==> config.mk <==
export PLATFORM = sky130hd
export DESIGN_NAME = glf_mc
export DESIGN_NICKNAME = d
export VERILOG_FILES = /design/src/rtl/glf_mc.sv
export SDC_FILE = /design/constraint.sdc
export NUM_CORES = 1
export LEC_CHECK = 0
export BUFFER_PORTS_ARGS = -buffer_cell sky130_fd_sc_hd__buf_2
export CAP_MARGIN = 20
export CELL_PAD_IN_SITES_DETAIL_PLACEMENT = 0
export CELL_PAD_IN_SITES_GLOBAL_PLACEMENT = 1
export CORE_ASPECT_RATIO = 0.6
export CORE_MARGIN = 1
export CORE_UTILIZATION = 40
export DETAILED_ROUTE_END_ITERATION = 10
export PLACE_DENSITY_LB_ADDON = 0.15
export RECOVER_POWER = 50
export SKIP_LAST_GASP = 1
export SLEW_MARGIN = 20
export SYNTH_ARGS = -nofsm -noshare
export SYNTH_HDL_FRONTEND = slang
export SYNTH_SLANG_ARGS = --single-unit
export TNS_END_PERCENT = 20
==> constraint.sdc <==
create_clock -name clk -period 7.4 [get_ports clk]
set_input_delay 1.11 -clock clk [delete_from_list [all_inputs] [get_ports clk]]
set_output_delay 1.11 -clock clk [all_outputs]
set_load 0.005 [all_outputs]
==> src/rtl/glf_mc.sv <==
// Multi-channel glitch filter / debouncer: 2-flop sync, shared tick prescaler, per-channel hold-time FSM.
// Optional per-channel glitch counters are built when GLF_GLITCH_CNT_EN is defined.
module glf_mc #(
    parameter int unsigned       CH_NUM  = 4,
    parameter int unsigned       CNT_W   = 16,
    parameter int unsigned       CNT1US  = 107,
    parameter logic [CH_NUM-1:0] RST_VAL = {CH_NUM{1'b1}}
) (
    input  logic                clk,
    input  logic                rst,
    input  logic                en,
    input  logic [CNT_W-1:0]    flt_len,
    input  logic [CH_NUM-1:0]   s_in,
    output logic [CH_NUM-1:0]   s_out,
    output logic [CH_NUM-1:0]   s_rise,
`ifdef GLF_GLITCH_CNT_EN
    output logic [CH_NUM-1:0]   s_fall,
    input  logic                gl_clr,
    output logic [8*CH_NUM-1:0] gl_cnt
`else
    output logic [CH_NUM-1:0]   s_fall
`endif
);

    localparam int unsigned PRE_W = (CNT1US > 1) ? $clog2(CNT1US) : 1;
    localparam int unsigned CMP_W = CNT_W + 1;

    typedef enum logic {
        ST_STABLE  = 1'b0,
        ST_PENDING = 1'b1
    } state_t;

    logic [PRE_W-1:0]  pre;
    logic              tick_c;
    logic [CH_NUM-1:0] sync1;
    logic [CH_NUM-1:0] s_sync;
    state_t            st  [CH_NUM];
    logic [CNT_W-1:0]  cnt [CH_NUM];
    logic              bypass_c;
    logic [CH_NUM-1:0] reach_c;
    logic [CH_NUM-1:0] abort_c;

    assign tick_c   = en && (pre == PRE_W'(CNT1US - 1));
    assign bypass_c = (flt_len == '0);

    // Shared prescaler: one tick per CNT1US enabled cycles.
    always_ff @(posedge clk or posedge rst) begin
        if (rst) begin
            pre <= '0;
        end else if (en) begin
            pre <= tick_c ? '0 : pre + PRE_W'(1);
        end
    end

    always_ff @(posedge clk or posedge rst) begin
        if (rst) begin
            sync1  <= RST_VAL;
            s_sync <= RST_VAL;
        end else if (en) begin
            sync1  <= s_in;
            s_sync <= sync1;
        end
    end

    // Widened compare so cnt+1 cannot wrap at saturation.
    always_comb begin
        reach_c = '0;
        abort_c = '0;
        for (int i = 0; i < CH_NUM; i++) begin
            reach_c[i] = (CMP_W'(cnt[i]) + CMP_W'(1)) >= CMP_W'(flt_len);
            abort_c[i] = en && !bypass_c && (st[i] == ST_PENDING) && (s_sync[i] == s_out[i]);
        end
    end

    always_ff @(posedge clk or posedge rst) begin
        if (rst) begin
            s_out  <= RST_VAL;
            s_rise <= '0;
            s_fall <= '0;
            for (int i = 0; i < CH_NUM; i++) begin
                st[i]  <= ST_STABLE;
                cnt[i] <= '0;
            end
        end else begin
            s_rise <= '0;
            s_fall <= '0;
            if (en) begin
                for (int i = 0; i < CH_NUM; i++) begin
                    if (bypass_c) begin
                        st[i]  <= ST_STABLE;
                        cnt[i] <= '0;
                        if (s_sync[i] != s_out[i]) begin
                            s_out[i]  <= s_sync[i];
                            s_rise[i] <= s_sync[i];
                            s_fall[i] <= ~s_sync[i];
                        end
                    end else begin
                        case (st[i])
                            ST_STABLE: begin
                                cnt[i] <= '0;
                                if (s_sync[i] != s_out[i]) begin
                                    st[i] <= ST_PENDING;
                                end
                            end
                            ST_PENDING: begin
                                if (abort_c[i]) begin
                                    st[i]  <= ST_STABLE;
                                    cnt[i] <= '0;
                                end else if (tick_c) begin
                                    if (reach_c[i]) begin
                                        s_out[i]  <= s_sync[i];
                                        s_rise[i] <= s_sync[i];
                                        s_fall[i] <= ~s_sync[i];
                                        st[i]     <= ST_STABLE;
                                        cnt[i]    <= '0;
                                    end else if (cnt[i] != {CNT_W{1'b1}}) begin
                                        cnt[i] <= cnt[i] + CNT_W'(1);
                                    end
                                end
                            end
                            default: begin
                                st[i]  <= ST_STABLE;
                                cnt[i] <= '0;
                            end
                        endcase
                    end
                end
            end
        end
    end

`ifdef GLF_GLITCH_CNT_EN
    // Clear has priority over a same-cycle abort.
    always_ff @(posedge clk or posedge rst) begin
        if (rst) begin
            gl_cnt <= '0;
        end else if (gl_clr) begin
            gl_cnt <= '0;
        end else begin
            for (int i = 0; i < CH_NUM; i++) begin
                if (abort_c[i] && (gl_cnt[8*i +: 8] != 8'hFF)) begin
                    gl_cnt[8*i +: 8] <= gl_cnt[8*i +: 8] + 8'd1;
                end
            end
        end
    end
`endif

endmodule
==> key figures, run 1 <==
Run status
  – Outcome: complete, but fails checks
  – Violated checks: max-capacitance violations, max-slew violations

Yosys
  – Syn Nets: 912
  – Seq/Total Area, Yosys: 33.7%
  – Distinct cells, synth: 70
  – Synth async-reset ratio: 100%
  – Post-Synthesis Cells: 811
  – Number of synthesized register bits: 95
  – EDFF count, synth: 0
  – Mapped Avg Cell Area: 8.76 um^2
  – Synth warn: 0
  – Top_reg_cell synth: dfrtp_1
  – Mapped Area: 0.00710 mm^2

Cells and area
  – Fin cells: 1067
  – Ant. Diodes: 0
  – NumNets Final: 930
  – Final non-filler cell area: 0.00775 mm^2
  – Layout cell share with drive strength beyond 1: 10.2%
  – Layout area overhead: 9.13%

Clock tree
  – Worst-path clk slew: 0.07 ns
  – Number of setup buffers added after CTS: 0
  – Clock Sinks: 95
  – Clock Latency Late Sink: 0.36 ns
  – Post-CTS Hold Buffers: 0
  – Resized Gates After CTS: 0
  – CTS buffer count: 9
  – Clock root buffer: clkbuf_16
  – H-tree Lvls: 3
  – Max Root-Sink Buffers: 2
  – TritonCTS clock tree: built

Routing
  – Wire length per cell: 19.0 um
  – Via-per-instance ratio: 5.83
  – First DRT Iteration DRCs: 657
  – Routed WL: 20.2 mm
  – First-pass DRT Iterations: 6
  – Antenna-violating nets left: 0
  – Vias: 6222
  – DRC viols: 0

Global route
  – Largest net degree at the start of global routing: 69
  – Vias in the first global route: 5778
  – Gr ovfl total: 0
  – Total GRT Usage: 23.3%
  – First-pass GRT wire length: 32.7 mm
  – Initial antenna violation count: 0

STA
  – RSZ-0062 raised after global routing: false
  – Min cycle time layout: 4.39 ns
  – Count of pins over their slew limit: 33
  – Share of the clock period used by the worst path: 59.4%
  – Setup TNS Final: 0 ns
  – Clock Skew: 0.00838 ns
  – Final setup viols: 0
  – Least-Margin Pin Slew: 1.54 ns
  – Worst slew margin: -2.37%
  – Final number of hold-violating endpoints: 0
  – Fmax: 228 MHz
  – Hold Worst Slack: 0.488 ns

Floorplanning
  – Die X: 174 um
  – Starting density of the core: 41.1%
  – Core footprint: 0.0173 mm^2
  – Cell Rows: 37
  – Die Y: 105 um
  – IO Pins: 35
  – Die area: 0.0183 mm^2

Critical path
  – Startpoint Class: input pin
  – Worst EP required: 7.64 ns
  – WP data arrival: 4.63 ns
  – WS Path Type: in2reg
  – CP Capture Type: flop
  – Critical path fanouts, max: 32

Pwr
  – Worst VDD drop: 119 uV
  – Pwr Density: 178 mW/mm^2
  – Total power: 1380 uW
  – LEAKAGE: 0.00349 uW

Placement
  – DP HPWL: 15.5 mm
  – Routability cong.: 0.897
  – Area post-placement: 0.00744 mm^2
  – Port-buffer cells: 34
  – Placed Cells: 1052

Hold path
  – Hold Crit Class: reg2reg

Job
  – Max Cap Violations: 1
==> cell families after synthesis <==
logic type                 after synthesis  share of synthesized area (%)
AOI/OAI and AO/OA                      176                           17.2
xor gates and xnor gates                57                           7.03
adders and majority gates               78                           13.7
buffers and inverters                   72                           4.53
DFF                                     95                           33.7
muxes                                    8                           1.23
and+or+nand+nor                        325                           22.6
==> Yosys cell counts, types with 10 or more instances <==
| library cell | number | area share (%) |
|---|---|---|
| o211ai_1 | 10 | 1.1 |
| dfstp_2 | 12 | 4.4 |
| nand2_1 | 133 | 7.0 |
| o21ai_0 | 43 | 3.0 |
| nor2_1 | 36 | 1.9 |
| o21ai_1 | 18 | 1.3 |
| ha_1 | 78 | 14 |
| nand2b_1 | 16 | 1.4 |
| nand3_1 | 35 | 2.5 |
| and3_1 | 13 | 1.1 |
| dfrtp_1 | 83 | 29 |
| xnor2_1 | 41 | 5.1 |
| buf_2 | 19 | 1.3 |
| nor3_1 | 10 | 0.70 |
| xor2_1 | 16 | 2.0 |
| a21oi_1 | 23 | 1.6 |
| nand4_1 | 28 | 2.5 |
| inv_1 | 36 | 1.9 |
==> per-stage QoR <==
step           util, %  setup slack (ns)
6_report          44.9              3.01
5_1_grt           44.9              2.62
4_1_cts           44.9              3.32
3_5_place_dp      43.1              3.36
3_3_place_gp      43.1              3.46
2_1_floorplan        -              3.83
==> registers in the layout, indices dropped and copies added, names as in the netlist <==
| name | count |
|---|---|
| s_rise | 4 |
| s_out | 4 |
| pre | 7 |
| sync1 | 4 |
| s_fall | 4 |
| cnt | 64 |
| st | 4 |
| s_sync | 4 |
==> power breakdown <==
| part | internal [uW] | switching, uW |
|---|---|---|
| clock | 297 | 219 |
| sequential | 560 | 47.9 |
| combinational | 94.5 | 163 |
| total | 952 | 429 |
==> cell type report <==
cell class                      count  area [um^2]
Clock buffer                        9          225
Clock inverter                      6         92.6
Fill cell                        1644         9520
Inverter                           37          140
Multi-Input combinational cell    644         4390
Sequential cell                    95         2390
Tap cell                          234          293
Timing Repair Buffer               42          219
==> cells in the final DEF, fill, tap and decap left out, types with 10 or more instances in the layout <==
| cell | netlist | layout |
|---|---|---|
| nand2_1 | 133 | 133 |
| dfrtp_1 | 83 | 83 |
| ha_1 | 78 | 78 |
| o21ai_0 | 43 | 43 |
| xnor2_1 | 41 | 41 |
| nor2_1 | 36 | 36 |
| nand3_1 | 35 | 35 |
| inv_1 | 36 | 35 |
| nand4_1 | 28 | 28 |
| buf_2 | 19 | 28 |
| a21oi_1 | 23 | 23 |
| o21ai_1 | 18 | 18 |
| nand2b_1 | 16 | 16 |
| xor2_1 | 16 | 16 |
| and3_1 | 13 | 13 |
| o211ai_1 | 10 | 10 |
| nor3_1 | 10 | 10 |
==> per-layer routing <==
metal  routed length [um]  part of all wire, %  GRT usage, %  up-vias
met3                 1320                  6.5          4.26       23
met4                  283                  1.4          5.20        0
met5                    0                    0             0        -
met1                10800                   53          37.5     2995
li1                     -                    -             -     2972
met2                 7860                   39          31.1      232
==> path summary, 6_finish.rpt <==
kind	start	end	slack, ns	cells after the start
worst max-delay path	en	cnt[18]	3.01	7
worst min-delay path	sync1[1]	s_sync[1]	0.49	2
worst max register to register	cnt[32]	cnt[45]	3.25	11
worst min register to register	sync1[1]	s_sync[1]	0.49	2
max in group asynchronous	rst	cnt[11]	4.91	3
min in group asynchronous	rst	st[2]	1.02	2
==> worst max-delay path, cell delays in order <==
cell	delay, ns
clkbuf_1	1.09
and4_1	0.35
clkbuf_1	0.76
or2_4	0.27
o21a_1	0.61
o31ai_1	0.17
a32o_1	0.24
(Power assumes the default switching activity.)
==> inputs of run 2 (changes only) <==
--- a/config.mk
+++ b/config.mk
@@ -5,6 +5,7 @@
 export SDC_FILE = /design/constraint.sdc
 export NUM_CORES = 1
 export LEC_CHECK = 0
+export ABC_AREA = 1
 export BUFFER_PORTS_ARGS = -buffer_cell sky130_fd_sc_hd__buf_2
 export CAP_MARGIN = 20
 export CELL_PAD_IN_SITES_DETAIL_PLACEMENT = 0
==> constraint.sdc (replaced) <==
create_clock -name clk -period 4.1 [get_ports clk]
set_input_delay 0.615 -clock clk [delete_from_list [all_inputs] [get_ports clk]]
set_output_delay 0.615 -clock clk [all_outputs]
set_load 0.005 [all_outputs]
==> key figures, run 2 <==
Run status
  – Outcome: complete, but fails checks
  – Violated checks: max-capacitance violations, max-slew violations

Clock tree
  – Clock Sinks: 95 (unchanged)
  – Post-CTS Hold Buffers: 0 (unchanged)
  – Number of setup buffers added after CTS: 0 (unchanged)
  – Max Root-Sink Buffers: 2 (unchanged)
  – CTS buffer count: 9 (unchanged)
  – Resized Gates After CTS: 0 (unchanged)
  – Clock root buffer: clkbuf_16
  – Clock Latency Late Sink: 0.37 ns (about the same)
  – Worst-path clk slew: 0.07 ns (about the same)
  – H-tree Lvls: 3 (unchanged)
  – TritonCTS clock tree: built

Cells and area
  – Layout area overhead: 8.37%
  – Fillers: 1890 (+15%)
  – Ant. Diodes: 0 (unchanged)
  – Layout cell share with drive strength beyond 1: 11.5% (+1.3 points)
  – NumNets Final: 1108 (+19%)
  – Top reg by flops: cnt
  – Commonest non-fill, non-tap cells in the layout: nand2_1, inv_1, dfrtp_1
  – Largest register FFs: 64 (unchanged)
  – Register area: 0.00239 mm^2 (unchanged)
  – Multi-input combinational cell area: 0.00436 mm^2 (-0.51%)
  – Commonest non-fill, non-tap cell in the layout: nand2_1
  – Largest regs: cnt x64, pre x7
  – Layout Utilization: 44.2% (-0.68 points)

Pwr
  – P_sw: 762 uW (+78%)
  – Sw Share: 31.9% (+0.76 points)
  – LEAKAGE: 0.00428 uW (+22%)
  – Logic gate share of total power: 19.4% (+0.8 points)
  – Pwr Density: 300 mW/mm^2 (+68%)
  – Internal Power: 1630 uW (+71%)
  – Clk network pwr share: 35.4% (-2.0 points)
  – Seq pwr share: 45.2% (+1.2 points)
  – Worst VDD drop: 216 uV (+81%)

Yosys
  – Post-Synthesis Cells: 979 (+21%)
  – Seq/Total Area, Yosys: 32.5% (-1.2 points)
  – Mapped Area: 0.00737 mm^2 (+3.8%)
  – EDFF count, synth: 0 (unchanged)
  – Area leader, netlist: dfrtp_1
  – Number of synthesized register bits: 95 (unchanged)
  – Synth warn: 0 (unchanged)
  – Most frequent cell after synthesis: nand2_1
  – Distinct cells, synth: 41 (-41%)
  – Synth async-reset ratio: 100% (unchanged)
  – Syn Nets: 1080 (+18%)
  – Synth cell count leaders: nand2_1, inv_1, dfrtp_1, ha_1, nand3_1
  – Ranking of synthesized cells by area: dfrtp_1, nand2_1, ha_1
  – Mapped Avg Cell Area: 7.53 um^2 (-14%)
  – Top_reg_cell synth: dfrtp_1
  – Synth top area share: 28.2% (-1.1 points)

STA
  – Final number of hold-violating endpoints: 0 (unchanged)
  – Count of pins over their slew limit: 99 (+200%)
  – RSZ-0062 raised after global routing: false
  – Fmax: 288 MHz
  – Final setup viols: 0 (unchanged)
  – Setup TNS Final: 0 ns (unchanged)
  – Clock Skew: 0.0126 ns (+0.00423 ns)
  – Least-Margin Pin Slew: 2.06 ns (+0.523 ns)
  – Min cycle time layout: 3.47 ns
  – Worst slew margin: -38.0% (-36 points)
  – Share of the clock period used by the worst path: 84.6%

Floorplanning
  – Starting density of the core: 40.8% (-0.34 points)
  – Die Y: 107 um (+1.8%)
  – Die X: 177 um (+1.8%)
  – Cell Rows: 38 (+2.7%)
  – Core footprint: 0.0181 mm^2 (+4.6%)
  – IO Pins: 35 (unchanged)
  – Die area: 0.0190 mm^2 (+3.7%)

Global route
  – Initial antenna violation count: 0 (unchanged)
  – Gr ovfl total: 0 (unchanged)
  – Largest net degree at the start of global routing: 42 (-39%)
  – Total GRT Usage: 22.7% (-0.59 points)
  – Vias in the first global route: 5717 (-1.1%)
  – First-pass GRT wire length: 32.5 mm (-0.80%)

Critical path
  – WS Path Type: reg2reg
  – CP Capture Type: flop
  – Critical path fanouts, max: 16 (-50%)
  – WP data arrival: 3.77 ns (-0.86 ns)
  – Startpoint Class: flop
  – Worst EP required: 4.40 ns (-3.24 ns)

Routing
  – First-pass DRT Iterations: 5 (-1)
  – Wire length per cell: 15.7 um (-17%)
  – First DRT Iteration DRCs: 531 (-19%)
  – Via-per-instance ratio: 4.94 (-15%)
  – Vias: 6181 (-0.66%)
  – Antenna-violating nets left: 0 (unchanged)
  – Routed WL: 19.6 mm (-2.9%)
  – DRC viols: 0 (unchanged)

Hold path
  – Hold Crit Class: in2reg

Job
  – Max Cap Violations: 3 (+2)

Placement
  – DP HPWL: 14.7 mm (-5.1%)
  – Port-buffer cells: 34 (unchanged)
  – Routability cong.: 0.844 (-6.0%)
-- run 2: cell count changes after synthesis, sizes merged, moves of 12 or more --
cell    change
and3       -13
nand2b     -16
inv        +80
xnor2      -15
nand3      +54
xor2       +12
a21oi      +12
nor2       +51
nand2     +158
o21ai      -18
-- run 2: worst paths after layout --
path	start	to	slack [ns]	cells past startpoint
setup reg to reg	cnt[0]	cnt[10]	0.63	16
hold / removal	s_in[1]	sync1[1]	0.43	3
hold reg to reg	sync1[2]	sync1[2]	0.46	2
min in group asynchronous	rst	st[1]	0.78	2
max in group asynchronous	rst	cnt[19]	1.17	3
setup / recovery	cnt[0]	cnt[10]	0.63	16
-- run 2: critical path: stages, from the launching register on --
cell	delay (ns)
dfrtp_1	0.40
ha_1	0.21
nand2_1	0.06
nor2_1	0.21
nand2_1	0.15
nor2_2	0.18
nand4_1	0.13
xnor2_1	0.26
ha_1	0.30
a21o_1	0.16
a21oi_1	0.12
nand3_1	0.09
nor2_1	0.15
nand3_2	0.12
nor2_2	0.61
nand3_1	0.17
nand2_1	0.10
-- run 2: per-layer routing --
layer,up-vias,part of all wire [%],track usage [%]
met5,-,0,0
met4,0,1.0,5.05
met3,13,4.3,4.50
met2,115,37,29.0
met1,2808,58,37.3
li1,3245,-,-
-- run 2: cell type report --
| type | instances | share of cell area [%] |
|---|---|---|
| Clock buffer | 11 | 2.91 |
| Clock inverter | 5 | 0.627 |
| Inverter | 117 | 5.55 |
| Multi-Input combinational cell | 744 | 54.7 |
| Sequential cell | 95 | 30.0 |
| Tap cell | 240 | 3.76 |
| Timing Repair Buffer | 40 | 2.54 |
-- run 2: through the flow --
stage                     setup WS (ns)  std cells  total power, uW  cell area (um^2)  hold slack, ns
after global placement            0.783       1236             1570              7720           0.453
after global routing              0.237       1252             2550              7990           0.444
final                             0.631       1252             2390              7990           0.433
after floorplan                    1.03        979             1440              7370           0.444
after detailed placement          0.657       1236             1570              7720           0.454
after CTS                         0.647       1252             2420              8000           0.340
-- run 2: power by group through the flow --
| stage | clock network (uW) | registers (uW) | logic [uW] |
|---|---|---|---|
| 2_1_floorplan | 0 | 1080 | 357 |
| 3_3_place_gp | 0 | 1100 | 471 |
| 3_5_place_dp | 0 | 1100 | 467 |
| 4_1_cts | 870 | 1080 | 468 |
| 5_1_grt | 909 | 1100 | 541 |
| 6_report | 846 | 1080 | 464 |
-- run 2: logic make-up after synthesis --
family,Yosys count,share of synthesized area [%]
flops,95,32.5
simple gates,522,32.2
buf+inv,140,8.35
fa+ha+maj,78,13.2
xor+xnor,54,6.42
compound gates,90,7.28
==> inputs of run 3 (changes only) <==
==> constraint.sdc (replaced) <==
create_clock -name clk -period 3 [get_ports clk]
set_input_delay 0.45 -clock clk [delete_from_list [all_inputs] [get_ports clk]]
set_output_delay 0.45 -clock clk [all_outputs]
set_load 0.005 [all_outputs]
==> key figures, run 3 (same netlist as run 2, synthesis figures left out) <==
Clock tree
  – TritonCTS clock tree: built
  – CTS buffer count: 9 (unchanged)
  – Worst-path clk slew: 0.07 ns (about the same)
  – H-tree Lvls: 3 (unchanged)
  – Clock Sinks: 95 (unchanged)
  – Max Root-Sink Buffers: 2 (unchanged)
  – Post-CTS Hold Buffers: 0 (unchanged)
  – Clock Latency Late Sink: 0.36 ns (about the same)
  – Clock root buffer: clkbuf_16

Global route
  – First-pass GRT wire length: 32.3 mm (-0.45%)
  – Total GRT Usage: 22.6% (-0.18 points)
  – Gr ovfl total: 0 (unchanged)
  – Largest net degree at the start of global routing: 61 (+45%)
  – Initial antenna violation count: 0 (unchanged)
  – Vias in the first global route: 5716 (-0.017%)

Cells and area
  – Largest register FFs: 64 (unchanged)
  – Layout cell share with drive strength beyond 1: 19.4% (+7.9 points)
  – Top reg by flops: cnt
  – Largest regs: cnt x64, pre x7
  – Commonest non-fill, non-tap cells in the layout: nand2_1, inv_1, dfrtp_1
  – Layout area overhead: 17.7%
  – Fin cells: 1313 (+4.9%)
  – Commonest non-fill, non-tap cell in the layout: nand2_1
  – NumNets Final: 1169 (+5.5%)
  – Ant. Diodes: 0 (unchanged)

STA
  – Share of the clock period used by the worst path: 94.0% (+9.4 points)
  – Least-Margin Pin Slew: 1.65 ns (-0.410 ns)
  – RSZ-0062 raised after global routing: true
  – Fmax: 355 MHz (+23%)
  – Final number of hold-violating endpoints: 0 (unchanged)
  – Setup TNS Final: 0 ns (unchanged)
  – Clock Skew: 0.00764 ns (-0.00497 ns)
  – Final setup viols: 0 (unchanged)
  – Worst slew margin: -10.5% (+27 points)
  – Min cycle time layout: 2.82 ns (-0.649 ns)
  – Count of pins over their slew limit: 37 (-63%)

Routing
  – First DRT Iteration DRCs: 570 (+7.3%)
  – Antenna-violating nets left: 0 (unchanged)
  – Wire length per cell: 15.3 um (-2.3%)
  – Vias: 6398 (+3.5%)
  – Via-per-instance ratio: 4.87 (-1.3%)
  – First-pass DRT Iterations: 5 (unchanged)
  – DRC viols: 0 (unchanged)
  – Routed WL: 20.1 mm (+2.4%)

Floorplanning
  – Die X: 177 um (unchanged)
  – Starting density of the core: 40.8% (unchanged)
  – Cell Rows: 38 (unchanged)
  – Die area: 0.0190 mm^2 (unchanged)
  – IO Pins: 35 (unchanged)
  – Die Y: 107 um (unchanged)
  – Core footprint: 0.0181 mm^2 (unchanged)

Placement
  – Port-buffer cells: 34 (unchanged)
  – DP HPWL: 15.0 mm (+2.5%)
  – Placed Cells: 1290 (+4.4%)
  – Routability cong.: 0.829 (-1.8%)

Critical path
  – Critical path fanouts, max: 16 (unchanged)
  – Startpoint Class: flop
  – CP Capture Type: flop
  – WS Path Type: reg2reg
  – WP data arrival: 3.12 ns (-0.65 ns)
  – Worst EP required: 3.30 ns (-1.10 ns)

Job
  – Max Cap Violations: 1 (-2)

Hold path
  – Hold Crit Class: in2reg

Pwr
  – Pwr Density: 396 mW/mm^2 (+32%)
  – Worst VDD drop: 310 uV (+43%)
  – LEAKAGE: 0.00466 uW (+9.0%)

Run status
  – Outcome: complete, but fails checks
  – Violated checks: max-capacitance violations, max-slew violations
-- run 3: timing repair --
| action | in CTS | in global routing |
|---|---|---|
| gates resized for setup | 1 | 35 |
| buffers inserted | 0 | 7 |
| setup endpoints to repair | 16 | 77 |
| pin swaps | 0 | 10 |
-- run 3: through the flow --
stage | area [um^2] | setup WS, ns | total power (uW) | utilization (%) | hold slack (ns)
2_1_floorplan | 7370 | 0.0928 | 1970 | - | 0.444
3_3_place_gp | 8170 | -0.124 | 2200 | 45.2 | 0.455
3_5_place_dp | 8170 | -0.181 | 2210 | 45.2 | 0.458
4_1_cts | 8480 | 0.0190 | 3440 | 46.9 | 0.129
5_1_grt | 8680 | -0.0331 | 3630 | 48.0 | 0.279
6_report | 8680 | 0.180 | 3430 | 48.0 | 0.267
-- run 3: per-layer routing --
layer  wire length [um]  track usage [%]  vias to the layer above
li1                   -                -                     3351
met1              11700             37.5                     2907
met2               7430             28.6                      128
met3                802             3.72                       12
met4                174             5.23                        0
met5                  0                0                        -
-- run 3: area by class of cell --
| cell class | count | area [um^2] |
|---|---|---|
| Fill cell | 1790 | 9390 |
| Clock buffer | 13 | 260 |
| Inverter | 117 | 443 |
| Sequential cell | 95 | 2390 |
| Tap cell | 240 | 300 |
| Multi-Input combinational cell | 744 | 4510 |
| Clock inverter | 3 | 42.5 |
| Timing Repair Buffer | 101 | 722 |
-- run 3: worst paths after layout --
path	start	endpoint	slack, ns	cells after the start
setup / recovery	cnt[16]	cnt[22]	0.18	20
hold / removal	s_in[1]	sync1[1]	0.27	3
setup reg to reg	cnt[16]	cnt[22]	0.18	20
hold reg to reg	sync1[0]	sync1[0]	0.46	2
max in group asynchronous	rst	cnt[48]	0.82	3
min in group asynchronous	rst	s_fall[2]	0.47	2
-- run 3: power by group --
| group | total [uW] | switching (uW) | internal (uW) | leakage [uW] |
|---|---|---|---|---|
| clock | 1220 | 527 | 692 | 0.000146 |
| combinational | 741 | 464 | 277 | 0.00326 |
| sequential | 1470 | 85.7 | 1390 | 0.00125 |
-- run 3: critical path: stages, from the launching register on --
cell	delay, ns
dfrtp_1	0.39
ha_2	0.20
nand2_1	0.08
nor2_2	0.12
nand2_2	0.10
inv_2	0.09
nand4_1	0.14
xnor2_2	0.25
ha_1	0.29
nand2_1	0.08
nor2_1	0.04
nand2_1	0.05
nor2_1	0.04
nor2_1	0.08
nand3_1	0.08
nor2_2	0.18
nand3_4	0.12
nor2_4	0.12
buf_12	0.15
nand3_1	0.07
nand2_1	0.07
